--- config.mk ---
export PLATFORM = sky130hd
export DESIGN_NAME = disp_arbiter
export DESIGN_NICKNAME = d
export VERILOG_FILES = /design/src/rtl/disp_arbiter.sv
export SDC_FILE = /design/constraint.sdc
export NUM_CORES = 1
export LEC_CHECK = 0
export CAP_MARGIN = 20
export CORE_UTILIZATION = 30
export DETAILED_ROUTE_END_ITERATION = 8
export PLACE_DENSITY = 0.65
export SLEW_MARGIN = 20
export SYNTH_ARGS = -nofsm -noshare
export SYNTH_HDL_FRONTEND = slang
export SYNTH_SLANG_ARGS = --single-unit
--- constraint.sdc ---
create_clock -name clk -period 2.3 [get_ports clk]
set_input_delay 0.23 -clock clk [delete_from_list [all_inputs] [get_ports clk]]
set_output_delay 0.23 -clock clk [all_outputs]
set_load 0.005 [all_outputs]
--- src/rtl/disp_arbiter.sv ---
// disp_arbiter
// Arbitrates two digit sources (A, B) for one shared four-digit 7-segment
// display. A grant is held for at least HOLD_CYCLES clocks; once expired, a
// pending request from the other source switches ownership directly. While
// granted, the four nibbles of the selected source are scanned onto one
// digit bus with active-low anode enables.
//
// Optional build macro: DISP_ARBITER_BLANK_LEAD_EN enables leading-zero
// blanking (digit 0 is never blanked).
//
// Ports:
//   clk    in   system clock, rising edge
//   rst    in   synchronous active-high reset
//   req_a  in   source A request
//   req_b  in   source B request
//   dig_a  in   [15:0] source A digits, nibble k = digit k (k=0 rightmost)
//   dig_b  in   [15:0] source B digits
//   gnt_a  out  A owns the display
//   gnt_b  out  B owns the display
//   off    out  digit mux select (0 = A, 1 = B)
//   an     out  [3:0] active-low digit enables
//   digit  out  [3:0] nibble for the enabled digit
//   busy   out  high in any grant state
module disp_arbiter #(
  parameter int HOLD_CYCLES = 1000,
  parameter int SCAN_CYCLES = 16
) (
  input  logic        clk,
  input  logic        rst,
  input  logic        req_a,
  input  logic        req_b,
  input  logic [15:0] dig_a,
  input  logic [15:0] dig_b,
  output logic        gnt_a,
  output logic        gnt_b,
  output logic        off,
  output logic [3:0]  an,
  output logic [3:0]  digit,
  output logic        busy
);

  // Width of 1 is kept for a parameter of 1 so the counters always exist.
  localparam int HW = (HOLD_CYCLES > 1) ? $clog2(HOLD_CYCLES) : 1;
  localparam int SW = (SCAN_CYCLES > 1) ? $clog2(SCAN_CYCLES) : 1;
  localparam logic [HW-1:0] HOLD_MAX = HW'(HOLD_CYCLES - 1);
  localparam logic [SW-1:0] SCAN_MAX = SW'(SCAN_CYCLES - 1);

  typedef enum logic [1:0] {
    IDLE  = 2'd0,
    GNT_A = 2'd1,
    GNT_B = 2'd2
  } state_t;

  state_t          state_r, state_s;
  logic [HW-1:0]   hold_r, hold_s;
  logic [SW-1:0]   scan_r, scan_s;
  logic [1:0]      idx_r, idx_s;
  logic            last_r, last_s;   // 1 = B was granted last
  logic            off_s;
  logic            enter_a_s, enter_b_s;
  logic            expired_s;
  logic [15:0]     sel_s;
  logic [3:0]      nib_s;
  logic [3:0]      an_s;

`ifdef DISP_ARBITER_BLANK_LEAD_EN
  // True when digit k and every more-significant digit are zero (k > 0).
  function automatic logic lead_zero(input logic [15:0] value, input logic [1:0] k);
    logic z;
    case (k)
      2'd1:    z = (value[15:4]  == 12'h000);
      2'd2:    z = (value[15:8]  == 8'h00);
      2'd3:    z = (value[15:12] == 4'h0);
      default: z = 1'b0;
    endcase
    return z;
  endfunction
`endif

  assign expired_s = (hold_r == HOLD_MAX);

  // Next-state selection and grant-entry detection.
  always_comb begin
    state_s   = state_r;
    enter_a_s = 1'b0;
    enter_b_s = 1'b0;
    case (state_r)
      IDLE: begin
        if (req_a && req_b) begin
          // Round robin: grant whichever source was not granted last.
          if (last_r) begin
            enter_a_s = 1'b1;
            state_s   = GNT_A;
          end else begin
            enter_b_s = 1'b1;
            state_s   = GNT_B;
          end
        end else if (req_a) begin
          enter_a_s = 1'b1;
          state_s   = GNT_A;
        end else if (req_b) begin
          enter_b_s = 1'b1;
          state_s   = GNT_B;
        end else begin
          state_s = IDLE;
        end
      end
      GNT_A: begin
        // Other source wins once expired, even if A still requests.
        if (expired_s && req_b) begin
          enter_b_s = 1'b1;
          state_s   = GNT_B;
        end else if (expired_s && !req_a) begin
          state_s = IDLE;
        end else begin
          state_s = GNT_A;
        end
      end
      GNT_B: begin
        if (expired_s && req_a) begin
          enter_a_s = 1'b1;
          state_s   = GNT_A;
        end else if (expired_s && !req_b) begin
          state_s = IDLE;
        end else begin
          state_s = GNT_B;
        end
      end
      default: begin
        state_s = IDLE;
      end
    endcase
  end

  // Hold / scan counters, round-robin memory and mux select.
  always_comb begin
    hold_s = hold_r;
    scan_s = scan_r;
    idx_s  = idx_r;
    last_s = last_r;
    off_s  = off;
    if (enter_a_s || enter_b_s) begin
      // Fresh grant (including a direct switch) restarts hold and scan.
      hold_s = '0;
      scan_s = '0;
      idx_s  = 2'd0;
      last_s = enter_b_s;
      off_s  = enter_b_s;
    end else if (state_s != IDLE) begin
      if (hold_r != HOLD_MAX) begin
        hold_s = hold_r + HW'(1);
      end else begin
        hold_s = hold_r;
      end
      if (scan_r == SCAN_MAX) begin
        scan_s = '0;
        idx_s  = idx_r + 2'd1;
      end else begin
        scan_s = scan_r + SW'(1);
        idx_s  = idx_r;
      end
    end else begin
      hold_s = '0;
      scan_s = '0;
      idx_s  = 2'd0;
    end
  end

  // Digit selection and anode decode for the upcoming cycle.
  always_comb begin
    sel_s = off_s ? dig_b : dig_a;
    nib_s = sel_s[{idx_s, 2'b00} +: 4];
    if (state_s == IDLE) begin
      an_s = 4'b1111;
    end else begin
`ifdef DISP_ARBITER_BLANK_LEAD_EN
      if (lead_zero(sel_s, idx_s)) begin
        an_s = 4'b1111;
      end else begin
        an_s = ~(4'b0001 << idx_s);
      end
`else
      an_s = ~(4'b0001 << idx_s);
`endif
    end
  end

  // State and registered outputs.
  always_ff @(posedge clk) begin
    if (rst) begin
      state_r <= IDLE;
      hold_r  <= '0;
      scan_r  <= '0;
      idx_r   <= 2'd0;
      last_r  <= 1'b1;
      gnt_a   <= 1'b0;
      gnt_b   <= 1'b0;
      off     <= 1'b0;
      an      <= 4'b1111;
      digit   <= 4'h0;
      busy    <= 1'b0;
    end else begin
      state_r <= state_s;
      hold_r  <= hold_s;
      scan_r  <= scan_s;
      idx_r   <= idx_s;
      last_r  <= last_s;
      gnt_a   <= (state_s == GNT_A);
      gnt_b   <= (state_s == GNT_B);
      off     <= off_s;
      an      <= an_s;
      digit   <= (state_s == IDLE) ? 4'h0 : nib_s;
      busy    <= (state_s != IDLE);
    end
  end

endmodule

; After elaboration in Yosys (flattened, before gate mapping)
; Cells that the tools add are included.
[totals]
reg_bits = 31
in_bits = 36
out_inout_bits = 12
[op_classes]
n_addsub = 3
eq_ne = 7
shift = 2
mux = 25
bitwise_logic = 2
n_reduce_logical = 14
[ops]
columns = operator, n
row1 = $mux 2, 10
row2 = $mux 16, 1
row3 = $shiftx 16x5->4, 1
row4 = $mux 1, 11
row5 = $add 10x1->10 const B, 1
row6 = $eq 10x10->1 const B, 1
row7 = $ne 10x10->1 const B, 1
row8 = $pmux 2 s3, 1
row9 = $logic_and 1x1->1, 5
row10 = $add 4x1->4 const B, 1
row11 = $eq 2x1->1 const B, 2
row12 = $eq 2x2->1 const B, 2
row13 = $eq 4x4->1 const B, 1
row14 = $logic_not 2->1, 2
row15 = $not 4->4, 1
row16 = $pmux 1 s2, 2
row17 = $reduce_or 4->1, 1
row18 = $shl 1x2->4 const A, 1
row19 = $reduce_or 3->1, 1
row20 = $add 2x1->2 const B, 1
row21 = $logic_not 1->1, 2
row22 = $reduce_bool 2->1, 1
row23 = $reduce_or 2->1, 1
row24 = $logic_or 1x1->1, 1
row25 = $not 1->1, 1

; Longest topological paths before layout
[depth]
depth_word = 10
ltp_mapped = 7
depth_no_buf = 6

; Worst setup path before layout
; Ideal clock, no wire load.
[synth_path]
path_type = register -> register
start = register hold_r[0]
end = register digit[1]
setup_time_ns = 0.129
arrival_time_ns = 1.578
required_ns = 2.171
slack_ns = 0.593
path_stages_with_launch = 8
n_path_buf = 1
synth_period_minus_slack_ns = 1.707
cell_sequence = dfxtp_1 > ha_1 > nand2_1 > o311ai_4 > buf_6 > a31oi_1 > o211ai_1 > nand4_1
[synth_between]
elab_chain_len = 9
word_cells_on_any_way = 23
cone_classes = eq/ne (1) / shift (1) / mux (13) / reduce/logical (8)
[synth_rtl]
columns = item, line_no
row1 = start: declaration, 55  ; logic [HW-1:0] hold_r, hold_s;
row2 = start signal: assignment, 204  ; hold_r <= hold_s;
row3 = $eq 10x10->1 (*), 80  ; assign expired_s = (hold_r == HOLD_MAX);
row4 = "$logic_and 1x1->1, on equally long branches", "113, 123"
row5 = $mux 1 / $mux 2 (equally long branches), "113, 123"
row6 = "$mux 2, on equally long branches", "110, 120"
row7 = $pmux 2 s3, 87  ; case (state_r)
row8 = $reduce_bool 2->1, 149  ; end else if (state_s != IDLE) begin
row9 = $mux 2, 149
row10 = $mux 2, 142  ; if (enter_a_s || enter_b_s) begin
row11 = $shiftx 16x5->4, 172  ; nib_s = sel_s[{idx_s, 2'b00} +: 4];
row12 = end signal: assignment, 212  ; digit <= (state_s == IDLE) ? 4'h0 : nib_s;
row13 = end: declaration, 38  ; output logic [3:0] digit,
; Mark *: on every way between the ends. The rest lies on a longest branch, timed or not.
; A chain may end at the register's enable or synchronous reset.

; Worst setup path after layout
[layout_path]
start = register hold_r[0]
end = register digit[0]
; The elaborated chain is that of the path after synthesis.

==> impl_metrics.tcl <==
set metrics [dict create \
    status "finished, final reports clean" \
    pin_count 48 \
    antenna_found_initial 0 \
    finish.utilization 0.418 \
    critPathRequiredTime_ps 2450 \
    power.density_mw_per_mm2 505 \
    yosysWarnings 0 \
    initial_utilization 0.318 \
    grt_pass1_wl_um 7180 \
    p_total_mw 1.28 \
    p_leak_nw 0.992 \
    finalHoldViolations 0 \
    critical_path_class "flop to flop" \
    layout-drive-gt1-share 0.106 \
    cts_resized 0 \
    post_drt_wl_per_cell_um 12.9 \
    vdd_drop_max_mv 0.227 \
    grt_usage 0.141 \
    maxCapViolCount 0 \
    viasPerCell 5.04 \
    grt_start_max_net_pins 34 \
    routed_wl_um 4390 \
    area_growth_syn_to_layout_pct 31.7 \
    critPathMaxStageDelay_ps 380 \
    chipHeight_um 82.1 \
    crit_path_cell_trace "ha_1 > nand2_1 > o311ai_4 > buf_4 > a31oi_1 > o211ai_1 > nand4_1" \
    ys_ff_latch 31 \
    slew_violations 0 \
    fp-row-count 28 \
    setup_slack_ps 305 \
    hold_path_class "flop to flop" \
    io_buffer_count 47 \
    worst_pin_slew_ps 502 \
    clk_path_buf_depth 2 \
    max_slew_margin 0.663 \
    arrival_ps 2140 \
    skew_ps 4.75 \
    cts-hold-fix-buffers 0 \
    grt-ovfl-total 0 \
    detail-route-antenna-nets 0 \
    drtIter0Drc 56 \
    syn_area_sq_mm 0.00193 \
    vias 1708 \
    cts_sinks 31 \
    period_minus_slack_ps 2000 \
    place_ws_ps 171 \
    die_w_um 82.1 \
    coreArea_sq_mm 0.00606 \
    cpMaxStageDelayCell "dfxtp_1" \
    grt_pass1_vias 1561 \
    layout.nets 303 \
    yosysUniqueCellTypes 49 \
    setup_violations 0 \
    timing.fmax_mhz 501 \
    final_cell_mix "clkdlybuf4s50_1, dfxtp_1, inv_1, a31oi_1" \
    ys_seq_area_frac 0.322 \
    final_common_cell "clkdlybuf4s50_1" \
    syn_area_per_cell_sq_um 8.83 \
    rsz0062_at_grt "no" \
    worst-path-buf-inv 1 \
    min_period_over_period 0.868 \
    clkTransAtPathRegs_ps 60 \
    diodes 0 \
    gp_congestion 0.788 \
    cts_made_buffers 5 \
    root_buffer "clkbuf_8" \
    drc 0 \
    crit_family "compound AO/OA/AOI/OAI gates" \
    place_hpwl_um 3260 \
    fin_setup_tns_ps 0 \
    synth_cells 218 \
    clk_latency_ps 280 \
    die-area_sq_mm 0.00674 \
    cts_tree "yes" \
    cts-htree-levels 2 \
    path_max_fanout 33 \
    synth_nets 256 \
    cp-end-kind "flop" \
    post_cts_buffers 0 \
    start_kind "flop" \
    drtPass1Iterations 4 \
]
-- final timing paths --
| path | slack, ps | to | from | cells after the start |
|---|---|---|---|---|
| hold / removal | 480 | hold_r[1] | hold_r[1] | 2 |
| hold reg to reg | 480 | hold_r[1] | hold_r[1] | 2 |
| setup / recovery | 300 | digit[0] | hold_r[0] | 7 |
| setup reg to reg | 300 | digit[0] | hold_r[0] | 7 |
-- flip-flops by register name (all words and copies together) (netlist names), 2 cells and up --
| signal | flops |
|---|---|
| state_r | 2 |
| an | 4 |
| idx_r | 2 |
| scan_r | 4 |
| digit | 4 |
| hold_r | 10 |
-- report_power, final --
group | internal [mW] | switching (mW) | total, mW | leakage [nW]
Clock | 0.201 | 0.182 | 0.383 | 0.0371
Sequential | 0.569 | 0.0249 | 0.594 | 0.253
Combinational | 0.172 | 0.132 | 0.304 | 0.701
Total | 0.942 | 0.339 | 1.28 | 0.992
-- metal layers --
| metal | wire (um) | vias up | track usage |
|---|---|---|---|
| li1 | - | 891 | - |
| met1 | 2220 | 765 | 0.188 |
| met2 | 1900 | 46 | 0.217 |
| met3 | 201 | 6 | 0.0330 |
| met4 | 64 | 0 | 0.0579 |
| met5 | 0 | - | 0 |
-- cell families after synthesis --
family,after synthesis,synth area share
compound gates,62,0.247
simple gates,79,0.274
flops,31,0.322
fa+ha+maj,2,0.0130
buf+inv,35,0.0929
xor+xnor,9,0.0507
-- worst reg2reg max path, stage by stage (launching register included) --
cell	delay, ps
dfxtp_1	380
ha_1	230
nand2_1	190
o311ai_4	320
buf_4	320
a31oi_1	140
o211ai_1	180
nand4_1	120
-- metrics by stage --
stage / cell area [sq um] / std cells / hold WS, ps
global placement: 2460 / 333 / 463
finish: 2540 / 339 / 478
detailed placement: 2460 / 333 / 475
CTS: 2540 / 339 / 484
global route: 2540 / 339 / 514
floorplan: 1930 / 218 / 299
-- cells in the mapped netlist (all sizes together) --
| library cell | instances | area (sq um) |
|---|---|---|
| nand4 | 7 | 50.1 |
| and3b | 1 | 8.76 |
| a31oi | 17 | 106 |
| inv | 22 | 82.6 |
| a22oi | 1 | 12.5 |
| a2bb2oi | 1 | 8.76 |
| o211ai | 4 | 30.0 |
| nor3 | 3 | 15.0 |
| a21o | 3 | 23.8 |
| nor2b | 2 | 12.5 |
| or2 | 1 | 6.26 |
| and2 | 2 | 12.5 |
| and3 | 2 | 12.5 |
| nand2 | 10 | 37.5 |
| a21oi | 11 | 58.8 |
| nand4b | 2 | 32.5 |
| xor2 | 4 | 35.0 |
| a2111oi | 2 | 55.1 |
| nor3b | 2 | 15.0 |
| nor2 | 16 | 62.6 |
| dfxtp | 31 | 621 |
| o32ai | 1 | 27.5 |
| and4 | 16 | 141 |
| xnor2 | 5 | 62.6 |
| o21ai | 15 | 75.1 |
| ha | 2 | 25.0 |
| clkbuf | 2 | 7.51 |
| nand3b | 3 | 38.8 |
| o311ai | 1 | 26.3 |
| nand3 | 6 | 30.0 |
| nand2b | 4 | 32.5 |
| buf | 11 | 88.8 |
| a211oi | 4 | 30.0 |
| a221o | 2 | 21.3 |
| and4b | 2 | 20.0 |
-- area by class of cell --
class | instances | area, sq um
clock buffer | 6 | 72.6
fill | 612 | 3520
inverter | 22 | 82.6
multi-input combinational | 152 | 1130
sequential | 31 | 621
tap | 75 | 93.8
timing repair buffer | 53 | 541
Note: power is estimated with default switching activity, not from simulation.
